### config.mk
export PLATFORM = sky130hd
export DESIGN_NAME = tmr_scrub_ctrl
export DESIGN_NICKNAME = d
export VERILOG_FILES = /design/src/rtl/tmr_scrub_ctrl_pkg.sv /design/src/rtl/tmr_scrub_ctrl_edac.sv /design/src/rtl/tmr_scrub_ctrl.sv
export SDC_FILE = /design/constraint.sdc
export NUM_CORES = 1
export LEC_CHECK = 0
export CELL_PAD_IN_SITES_DETAIL_PLACEMENT = 1
export CELL_PAD_IN_SITES_GLOBAL_PLACEMENT = 1
export CORE_AREA = 2 2 88 90
export DETAILED_ROUTE_END_ITERATION = 10
export DIE_AREA = 0 0 90 92
export DONT_BUFFER_PORTS = 1
export PLACE_DENSITY_LB_ADDON = 0.1
export SLEW_MARGIN = 20
export SYNTH_ARGS = -nofsm -noshare
export SYNTH_HDL_FRONTEND = slang
export SYNTH_SLANG_ARGS = --single-unit
### constraint.sdc
create_clock -name CLK -period 4.41 [get_ports CLK]
set_clock_uncertainty 0.05 [all_clocks]
set_input_delay 0.441 -clock CLK [delete_from_list [all_inputs] [get_ports CLK]]
set_output_delay 0.441 -clock CLK [all_outputs]
set_load 0.005 [all_outputs]
### src/rtl/tmr_scrub_ctrl_pkg.sv
// Shared types and constants for the TMR RAM scrub controller.
package tmr_scrub_ctrl_pkg;

    typedef enum logic [1:0] {
        ST_IDLE = 2'd0,
        ST_ACC  = 2'd1,
        ST_CHK  = 2'd2,
        ST_WB   = 2'd3
    } state_e;

    localparam int ERR_W = 8;
    localparam logic [ERR_W-1:0] ERR_MAX = '1;

    function automatic logic [ERR_W-1:0] sat_inc(
        input logic [ERR_W-1:0] v
    );
        return (v == ERR_MAX) ? v : v + 1'b1;
    endfunction

endpackage

### src/rtl/tmr_scrub_ctrl_edac.sv
// Bitwise majority voter over the three RAM blocks with mismatch flag.
module tmr_scrub_ctrl_edac #(
    parameter int BITS = 8
) (
    input  logic [BITS-1:0] DIA,
    input  logic [BITS-1:0] DIB,
    input  logic [BITS-1:0] DIC,
    output logic [BITS-1:0] DO,
    output logic            ERR_DET_C
);

    assign DO = (DIA & DIB) | (DIA & DIC) | (DIB & DIC);
    assign ERR_DET_C = |((DIA ^ DIB) | (DIA ^ DIC));

endmodule

### src/rtl/tmr_scrub_ctrl.sv
// Host/scrub arbiter and sequencer for the triple-redundant RAM.
module tmr_scrub_ctrl
    import tmr_scrub_ctrl_pkg::*;
#(
    parameter int BITS      = 8,
    parameter int ABITS     = 10,
    parameter int SCRUB_DIV = 1024
) (
    input  logic             CLK,
    input  logic             RST,
    input  logic             HREQ,
    input  logic             HWE,
    input  logic [ABITS-1:0] HADDR,
    input  logic [BITS-1:0]  HWDATA,
    output logic [BITS-1:0]  HRDATA,
    output logic             HACK,
    output logic [ABITS-1:0] RADDR,
    output logic             RWE,
    output logic [BITS-1:0]  RWDATA,
    input  logic [BITS-1:0]  EDIA,
    input  logic [BITS-1:0]  EDIB,
    input  logic [BITS-1:0]  EDIC,
    input  logic             SCRUB_EN,
    input  logic             ERR_CLR,
    output logic [ERR_W-1:0] ERR_CNT,
    output logic             ERR_PULSE,
    output logic             SCRUB_WRAP
);

    localparam int TW = (SCRUB_DIV > 1) ? $clog2(SCRUB_DIV) : 1;
    localparam logic [TW-1:0] TICK_MAX = TW'(SCRUB_DIV - 1);

    state_e state_q, state_d;
    logic host_q, host_d;
    logic last_host_q, last_host_d;
    logic [TW-1:0] tick_q, tick_d;
    logic pend_q, pend_d;
    logic [ABITS-1:0] saddr_q, saddr_d;
    logic [ABITS-1:0] raddr_q, raddr_d;
    logic [BITS-1:0] rwdata_q, rwdata_d;
    logic [BITS-1:0] hrdata_q, hrdata_d;
    logic rwe_q, rwe_d;
    logic hack_q, hack_d;
    logic epulse_q, epulse_d;
    logic wrap_q, wrap_d;
    logic [ERR_W-1:0] errcnt_q, errcnt_d;

    logic [BITS-1:0] vdo;
    logic verr;
    logic host_req;
    logic grant_s;
    logic step_done;
    logic err_inc;
    logic tc;

    tmr_scrub_ctrl_edac #(
        .BITS(BITS)
    ) u_edac (
        .DIA      (EDIA),
        .DIB      (EDIB),
        .DIC      (EDIC),
        .DO       (vdo),
        .ERR_DET_C(verr)
    );

    // HREQ is still high during its own HACK cycle, so it is masked there
    assign host_req = HREQ && !hack_q;

    always_comb begin
        state_d     = state_q;
        host_d      = host_q;
        last_host_d = last_host_q;
        raddr_d     = raddr_q;
        rwdata_d    = rwdata_q;
        hrdata_d    = hrdata_q;
        rwe_d       = 1'b0;
        hack_d      = 1'b0;
        epulse_d    = 1'b0;
        wrap_d      = 1'b0;
        saddr_d     = saddr_q;
        grant_s     = 1'b0;
        step_done   = 1'b0;
        err_inc     = 1'b0;
        unique case (state_q)
            ST_IDLE: begin
                if (host_req && !(pend_q && last_host_q)) begin
                    state_d     = ST_ACC;
                    host_d      = 1'b1;
                    last_host_d = 1'b1;
                    raddr_d     = HADDR;
                    rwe_d       = HWE;
                    rwdata_d    = HWDATA;
                end else if (pend_q) begin
                    state_d     = ST_ACC;
                    host_d      = 1'b0;
                    last_host_d = 1'b0;
                    raddr_d     = saddr_q;
                    grant_s     = 1'b1;
                end
            end
            ST_ACC: begin
                if (rwe_q) begin
                    state_d = ST_IDLE;
                    hack_d  = 1'b1;
                end else begin
                    state_d = ST_CHK;
                end
            end
            ST_CHK: begin
                if (host_q) begin
                    hrdata_d = vdo;
                    hack_d   = 1'b1;
                end
                if (verr) begin
                    state_d  = ST_WB;
                    rwe_d    = 1'b1;
                    rwdata_d = vdo;
                    epulse_d = 1'b1;
                    err_inc  = 1'b1;
                end else begin
                    state_d   = ST_IDLE;
                    step_done = !host_q;
                end
            end
            ST_WB: begin
                state_d   = ST_IDLE;
                step_done = !host_q;
            end
            default: state_d = ST_IDLE;
        endcase
        if (step_done) begin
            saddr_d = saddr_q + 1'b1;
            wrap_d  = &saddr_q;
        end
    end

    always_comb begin
        if (ERR_CLR) begin
            errcnt_d = '0;
        end else if (err_inc) begin
            errcnt_d = sat_inc(errcnt_q);
        end else begin
            errcnt_d = errcnt_q;
        end
    end

    // A terminal tick while already pending is absorbed, never queued
    always_comb begin
        tc = (tick_q == TICK_MAX);
        if (!SCRUB_EN) begin
            tick_d = '0;
            pend_d = 1'b0;
        end else begin
            tick_d = tc ? '0 : tick_q + 1'b1;
            pend_d = grant_s ? 1'b0 : (tc ? 1'b1 : pend_q);
        end
    end

    always_ff @(posedge CLK or posedge RST) begin
        if (RST) begin
            state_q     <= ST_IDLE;
            host_q      <= 1'b0;
            last_host_q <= 1'b0;
            tick_q      <= '0;
            pend_q      <= 1'b0;
            saddr_q     <= '0;
            raddr_q     <= '0;
            rwdata_q    <= '0;
            hrdata_q    <= '0;
            rwe_q       <= 1'b0;
            hack_q      <= 1'b0;
            epulse_q    <= 1'b0;
            wrap_q      <= 1'b0;
            errcnt_q    <= '0;
        end else begin
            state_q     <= state_d;
            host_q      <= host_d;
            last_host_q <= last_host_d;
            tick_q      <= tick_d;
            pend_q      <= pend_d;
            saddr_q     <= saddr_d;
            raddr_q     <= raddr_d;
            rwdata_q    <= rwdata_d;
            hrdata_q    <= hrdata_d;
            rwe_q       <= rwe_d;
            hack_q      <= hack_d;
            epulse_q    <= epulse_d;
            wrap_q      <= wrap_d;
            errcnt_q    <= errcnt_d;
        end
    end

    assign HRDATA     = hrdata_q;
    assign HACK       = hack_q;
    assign RADDR      = raddr_q;
    assign RWE        = rwe_q;
    assign RWDATA     = rwdata_q;
    assign ERR_CNT    = errcnt_q;
    assign ERR_PULSE  = epulse_q;
    assign SCRUB_WRAP = wrap_q;

endmodule

# Word-level counts from Yosys, hierarchy flattened
# Index checks and enable logic that the tools add are counted.
[totals]
out_inout_bits = 38
register_bits = 62
inputBits = 48
[op_classes]
n_eq_ne = 10
mux = 33
bitwise = 8
n_reduce_logical = 16
addsub = 3
[op_table]
columns = ["op", "count"]
rows = [
  ["10-bit 2-to-1 mux", 4],
  ["8-bit 2-to-1 mux", 5],
  ["8-bit AND", 3],
  ["8-bit OR", 3],
  ["10-bit by 1-bit adder with 10-bit output (second input constant)", 2],
  ["8-bit one-hot mux with 2 select lines", 1],
  ["8-bit XOR", 2],
  ["1-bit 2-to-1 mux", 15],
  ["10-bit == test (second input constant)", 1],
  ["10-bit AND reduction", 1],
  ["8-bit by 1-bit adder with 8-bit output (second input constant)", 1],
  ["8-bit == test (second input constant)", 1],
  ["2-bit 2-to-1 mux", 4],
  ["2-bit one-hot mux with 4 select lines", 1],
  ["8-bit OR reduction", 1],
  ["1-bit one-hot mux with 2 select lines", 3],
  ["2-bit AND reduction", 3],
  ["2-bit nonzero test", 3],
  ["2-bit == test (second input constant)", 2],
  ["2-bit inequality test (second input constant)", 2],
  ["1-bit logical AND", 3],
  ["1-bit zero test", 3],
  ["3-bit by 1-bit inequality test with 1-bit output (second input constant)", 1],
  ["3-bit inequality test (second input constant)", 1],
  ["4 further kinds", 4],
]

# Logic depth before layout (Yosys ltp)
[depth]
word_depth = 7
ltp_mapped = 9
mapped_depth_nobuf = 7

# By module
# Synthesis repeated with hierarchy kept, for this count alone.
[hier_totals]
cells_unflattened = 280
area_unflattened_um2 = 3194.3
[modules_own_cells]
columns = ["module", "cells_each", "seq_area_each_um2", "instances", "area_each_um2"]
rows = [
  ["tmr_scrub_ctrl", 251, 1551.5, 1, 2892.8],
  ["tmr_scrub_ctrl_edac", 29, 0.0, 1, 301.5],
]

# Worst setup path after synthesis
# OpenSTA, ideal clock, no wires.
[synth_path]
path_type = "input -> register"
startpoint = "input port EDIA[5]"
endpoint = "register saddr_q[4]"
n_path_buf = 1
slack_ps = 2401
t_required_ps = 4237
cell_stages = 7
setup_ps = 123
t_arrival_ps = 1836
path_cell_list = "ha_1 > nor4_4 > nand4_1 > o31ai_2 > buf_6 > nand4_1 > xnor2_1"
[synth_between]
elab_chain_len = 5
word_cells_on_any_way = 6
classes_between = "mux (2); bitwise (3); reduce/logical (1)"
[synth_rtl]
columns = ["item", "line", "rtl"]
rows = [
  ["start, declared", "tmr_scrub_ctrl.sv:20", "input logic [BITS-1:0] EDIA,"],
  ["8-bit XOR", "tmr_scrub_ctrl_edac.sv:13", "assign ERR_DET_C = |((DIA ^ DIB) | (DIA ^ DIC));"],
  ["8-bit OR *", "tmr_scrub_ctrl_edac.sv:13", ""],
  ["8-bit OR reduction *", "tmr_scrub_ctrl_edac.sv:13", ""],
  ["1-bit 2-to-1 mux *", "tmr_scrub_ctrl.sv:114", "if (verr) begin"],
  ["1-bit one-hot mux with 2 select lines *", "tmr_scrub_ctrl.sv:84", "unique case (state_q)"],
  ["end signal, assigned", "tmr_scrub_ctrl.sv:181", "saddr_q <= saddr_d;"],
  ["end, declared", "tmr_scrub_ctrl.sv:38", "logic [ABITS-1:0] saddr_q, saddr_d;"],
]
# Every way passes the cells marked *; elsewhere a longest branch is shown, timed or not.
# A chain may end at the register's enable or synchronous reset.

# Final worst setup path
[layout_path]
startpoint = "register state_q[0]"
endpoint = "register saddr_q[1]"
[layout_between]
elab_chain_len = 2
word_cells_on_any_way = 3
classes_between = "eq/ne (2); mux (1)"
[layout_rtl]
columns = ["item", "line", "rtl"]
rows = [
  ["start, declared", "tmr_scrub_ctrl.sv:33", "state_e state_q, state_d;"],
  ["start signal, assigned", "tmr_scrub_ctrl.sv:176", "state_q <= state_d;"],
  ["2-bit == test", "tmr_scrub_ctrl.sv:84", ""],
  ["1-bit one-hot mux with 2 select lines *", "tmr_scrub_ctrl.sv:84", ""],
]
# Marked as above.

==> flow_metrics.py <==
metrics = {
    "logic_synthesis": {
        "post_synth_num_cell_types": 38,
        "yosysWarnings": 0,
        "netlist_area_sq_mm": 0.00319,
        "postSynthRegisterBits": 62,
        "syn_avg_cell_area_sq_um": 10.6,
        "synth_area_leaders": "sky130_fd_sc_hd__dfrtp_1, sky130_fd_sc_hd__ha_1, sky130_fd_sc_hd__xnor2_1",
        "synthesis.instances": 300,
        "synth_largest_area_cell": "sky130_fd_sc_hd__dfrtp_1",
        "synthesized_nets": 371,
        "synth_sequential_area_ratio_pct": 48.7,
        "synth_largest_type_area_fraction_pct": 48.7,
    },
    "critical_path": {
        "critical_path.max_stage_delay_ps": 810,
        "end_kind": "register",
        "critical_path_arrival_ps": 2820,
        "worst_r2r_startpoint": "state_q[0]$_DFFE_PP0P_",
        "cp_max_fo": 19,
        "crit_cells": 5,
        "worstSetupPathType": "register to register",
        "path_cells": "inv_1, ha_1, inv_2, o31ai_2, mux2_2",
        "rr_endpoint": "saddr_q[1]$_DFFE_PP0P_",
        "path_buf_inv": 2,
        "worst_r2r_path_depth": 5,
        "cp_top_family": "compound AO/OA/AOI/OAI gates",
        "worst-endpoint-required_ps": 4580,
        "critical_path.startpoint_type": "register",
        "critical_path.slowest_cell": "sky130_fd_sc_hd__o31ai_2",
        "reg2reg_setup_slack_ps": 1760,
    },
    "pwr": {
        "clockPowerShare_pct": 28.0,
        "powerDensity_mw_per_mm2": 527,
        "max-vdd-ir-drop_mv": 0.192,
        "switching_share_pct": 33.9,
        "combinational_cell_fraction_of_total_power_pct": 25.3,
        "total_switching_power_w": 0.000624,
        "power_report.internal_total_w": 0.00121,
        "power.leakage_nw": 1.50,
        "sequential_group_share_of_total_power_pct": 46.6,
    },
    "run": {
        "max_cap_violations": 0,
    },
    "clocking": {
        "cts-root-buf": "sky130_fd_sc_hd__clkbuf_8",
        "cts.reportedPaths.clkPinSlew_ps": 70,
        "cts_setup_buffers": 0,
        "tritoncts.num_buffers": 9,
        "htree_num_levels": 3,
        "postCtsResizedCells": 0,
        "clkLatencyLatePin_ps": 330,
        "max-clock-path-buffers": 2,
        "count_of_hold_fix_buffers_inserted_at_cts": 1,
        "cts.sinks": 62,
        "cts_tree": "built",
    },
    "placement": {
        "preCtsSetupSlack_ps": 1780,
        "place_hpwl_mm": 5.16,
        "numPortBuffers": 0,
        "finalWeightedCongestion": 0.729,
    },
    "floorplanning": {
        "design.portCount": 86,
        "start_util_pct": 42.8,
        "number_of_standard_cell_rows_in_the_floorplan": 32,
        "floorplan_die_area_sq_mm": 0.00828,
        "floorplan.core_area_sq_mm": 0.00745,
        "die_width_um": 90,
        "die_height_um": 92,
    },
    "timing": {
        "final-hold-violation-count": 0,
        "setup-tns-final_ps": 0,
        "max_freq_mhz": 377,
        "timing.slew.headroom_pct": 35.0,
        "fin_crit_ps": 2650,
        "rsz_0062_raised_after_global_routing": "false",
        "setup_viol": 0,
        "worst_slack_ps": 1760,
        "timing.final.crit_share_pct": 60.1,
        "final_max_slew_viol_count": 0,
        "max_slew.worst_pin.slew_ps": 972,
    },
    "worst_hold_path": {
        "worstHoldPathType": "primary input to register",
        "min_delay_path_depth": 1,
        "whs_endpoint": "ERR_CNT[7]$_DFFE_PP0P_",
        "min_from": "ERR_CLR",
    },
    "global_route": {
        "grt_pass1_wl_mm": 11.9,
        "grt_max_degree": 50,
        "grt.total_usage_pct": 18.2,
        "antenna_violations_before_repair": 0,
        "via_count_of_the_first_global_routing_pass": 2342,
        "grt.overflow.total": 0,
    },
    "detailed_routing": {
        "firstDrtPassIters": 4,
        "drtIter0Drc": 79,
        "post_drt_wl_per_cell_um": 16.9,
        "viasPerCell": 5.36,
        "drt_drc_violations_left": 0,
        "detailroute.via_count": 2194,
        "drt_wl_total_mm": 6.89,
        "antenna_left": 0,
    },
    "final_layout": {
        "mostFrequentLayoutCell": "sky130_fd_sc_hd__dfrtp_1",
        "syn_to_final_growth_pct": 9.38,
        "finish.net_count": 373,
        "drive_gt1_share_pct": 12.4,
        "diodes": 0,
        "most-common-layout-cells": "sky130_fd_sc_hd__dfrtp_1, sky130_fd_sc_hd__nor2_1, sky130_fd_sc_hd__nand2_1, sky130_fd_sc_hd__ha_1, sky130_fd_sc_hd__a21oi_1",
    },
    "status": {
        "outcome": "complete, no violations",
    },
}
==> cells in the mapped netlist <==
master / instances
sky130_fd_sc_hd__dfrtp_1: 62
sky130_fd_sc_hd__nor2_1: 38
sky130_fd_sc_hd__ha_1: 23
sky130_fd_sc_hd__nand2_1: 23
sky130_fd_sc_hd__a21oi_1: 20
sky130_fd_sc_hd__xnor2_1: 18
sky130_fd_sc_hd__o21ai_0: 13
sky130_fd_sc_hd__mux2i_1: 10
sky130_fd_sc_hd__a211oi_1: 9
sky130_fd_sc_hd__inv_1: 8
sky130_fd_sc_hd__mux2_2: 8
sky130_fd_sc_hd__nand3_1: 8
sky130_fd_sc_hd__nand4_1: 8
sky130_fd_sc_hd__and3_1: 6
sky130_fd_sc_hd__clkbuf_1: 6
sky130_fd_sc_hd__xor2_1: 5
sky130_fd_sc_hd__and2_1: 4
sky130_fd_sc_hd__nor3_1: 4
sky130_fd_sc_hd__nor4_2: 3
sky130_fd_sc_hd__buf_2: 2
sky130_fd_sc_hd__buf_4: 2
sky130_fd_sc_hd__nand2b_1: 2
sky130_fd_sc_hd__nor3b_1: 2
sky130_fd_sc_hd__nor4_4: 2
sky130_fd_sc_hd__a211oi_4: 1
sky130_fd_sc_hd__a22o_1: 1
sky130_fd_sc_hd__a31o_2: 1
sky130_fd_sc_hd__a31oi_1: 1
sky130_fd_sc_hd__a41o_1: 1
sky130_fd_sc_hd__buf_1: 1
sky130_fd_sc_hd__buf_6: 1
sky130_fd_sc_hd__inv_2: 1
sky130_fd_sc_hd__mux2_1: 1
sky130_fd_sc_hd__mux2i_2: 1
sky130_fd_sc_hd__nor2_4: 1
sky130_fd_sc_hd__nor2b_1: 1
sky130_fd_sc_hd__nor4b_1: 1
sky130_fd_sc_hd__o31ai_2: 1
==> per-layer routing <==
metal / part of all wire [%] / GRT usage, % / vias up / routed length, um
met3: 5.0 / 4.68 / 13 / 346
met2: 49 / 28.7 / 56 / 3350
met4: 1.8 / 8.59 / 0 / 127
li1: - / - / 1055 / -
met5: 0 / 0 / - / 0
met1: 45 / 23.6 / 1070 / 3070
==> sequential cells by signal (all words and copies together), names as in the netlist, 2 cells and up <==
register  cells
RADDR        10
saddr_q      10
tick_q       10
ERR_CNT       8
HRDATA        8
RWDATA        8
state_q       2
==> metrics by stage <==
| step | total power (W) | util [%] | cells | area [sq um] | hold WS, ps |
|---|---|---|---|---|---|
| after global routing | 0.00197 | 46.8 | 409 | 3490 | 93.6 |
| after global placement | 0.00132 | 43.9 | 392 | 3270 | 242 |
| after detailed placement | 0.00134 | 43.9 | 392 | 3270 | 249 |
| final | 0.00184 | 46.8 | 409 | 3490 | 109 |
| after floorplan | 0.00121 | - | 300 | 3190 | 398 |
| after CTS | 0.00187 | 46.8 | 409 | 3490 | 90.2 |
==> power groups by stage <==
stage	logic [W]	clock network [W]	registers, W
2_1_floorplan	0.000393	0	0.000820
3_3_place_gp	0.000451	0	0.000865
3_5_place_dp	0.000471	0	0.000872
4_1_cts	0.000474	0.000534	0.000861
5_1_grt	0.000538	0.000552	0.000880
6_report	0.000466	0.000515	0.000857
==> worst reg2reg max path, delay by kind of cell, from the launching register on <==
kind	cells	cell delay [ps]
buffers and inverters	2	240
AO/OA/AOI/OAI	1	810
multiplexers	1	420
adder cells (fa/ha/maj)	1	610
flip-flops	1	400
==> cell type report <==
type | count | area [sq um]
Fill cell | 844 | 3960
Inverter | 9 | 33.8
Sequential cell | 62 | 1550
Tap cell | 102 | 128
Multi-Input combinational cell | 217 | 1540
Timing Repair Buffer | 3 | 25.0
Clock inverter | 5 | 57.6
Clock buffer | 11 | 151
==> worst max-delay path by stage <==
stage                                start                endpoint  slack [ps]
global route        state_q[0]$_DFFE_PP0P_  saddr_q[7]$_DFFE_PP0P_        1490
floorplan                              RST  ERR_CNT[0]$_DFFE_PP0P_        2380
global placement                   EDIA[1]  saddr_q[1]$_DFFE_PP0P_        1790
finish              state_q[0]$_DFFE_PP0P_  saddr_q[1]$_DFFE_PP0P_        1760
detailed placement  state_q[0]$_DFFE_PP0P_  saddr_q[1]$_DFFE_PP0P_        1780
CTS                 state_q[0]$_DFFE_PP0P_  saddr_q[1]$_DFFE_PP0P_        1750
==> logic make-up (layout without fill, tap and decap cells) <==
family,Yosys count,after routing,synth area share [%]
simple gates,103,103,16.8
flops,62,62,48.7
compound gates,48,48,9.38
fa+ha+maj,23,23,9.03
xor+xnor,23,23,6.32
buf+inv,21,28,3.02
mux,20,20,6.75
Note: power is estimated with default switching activity, not from simulation.
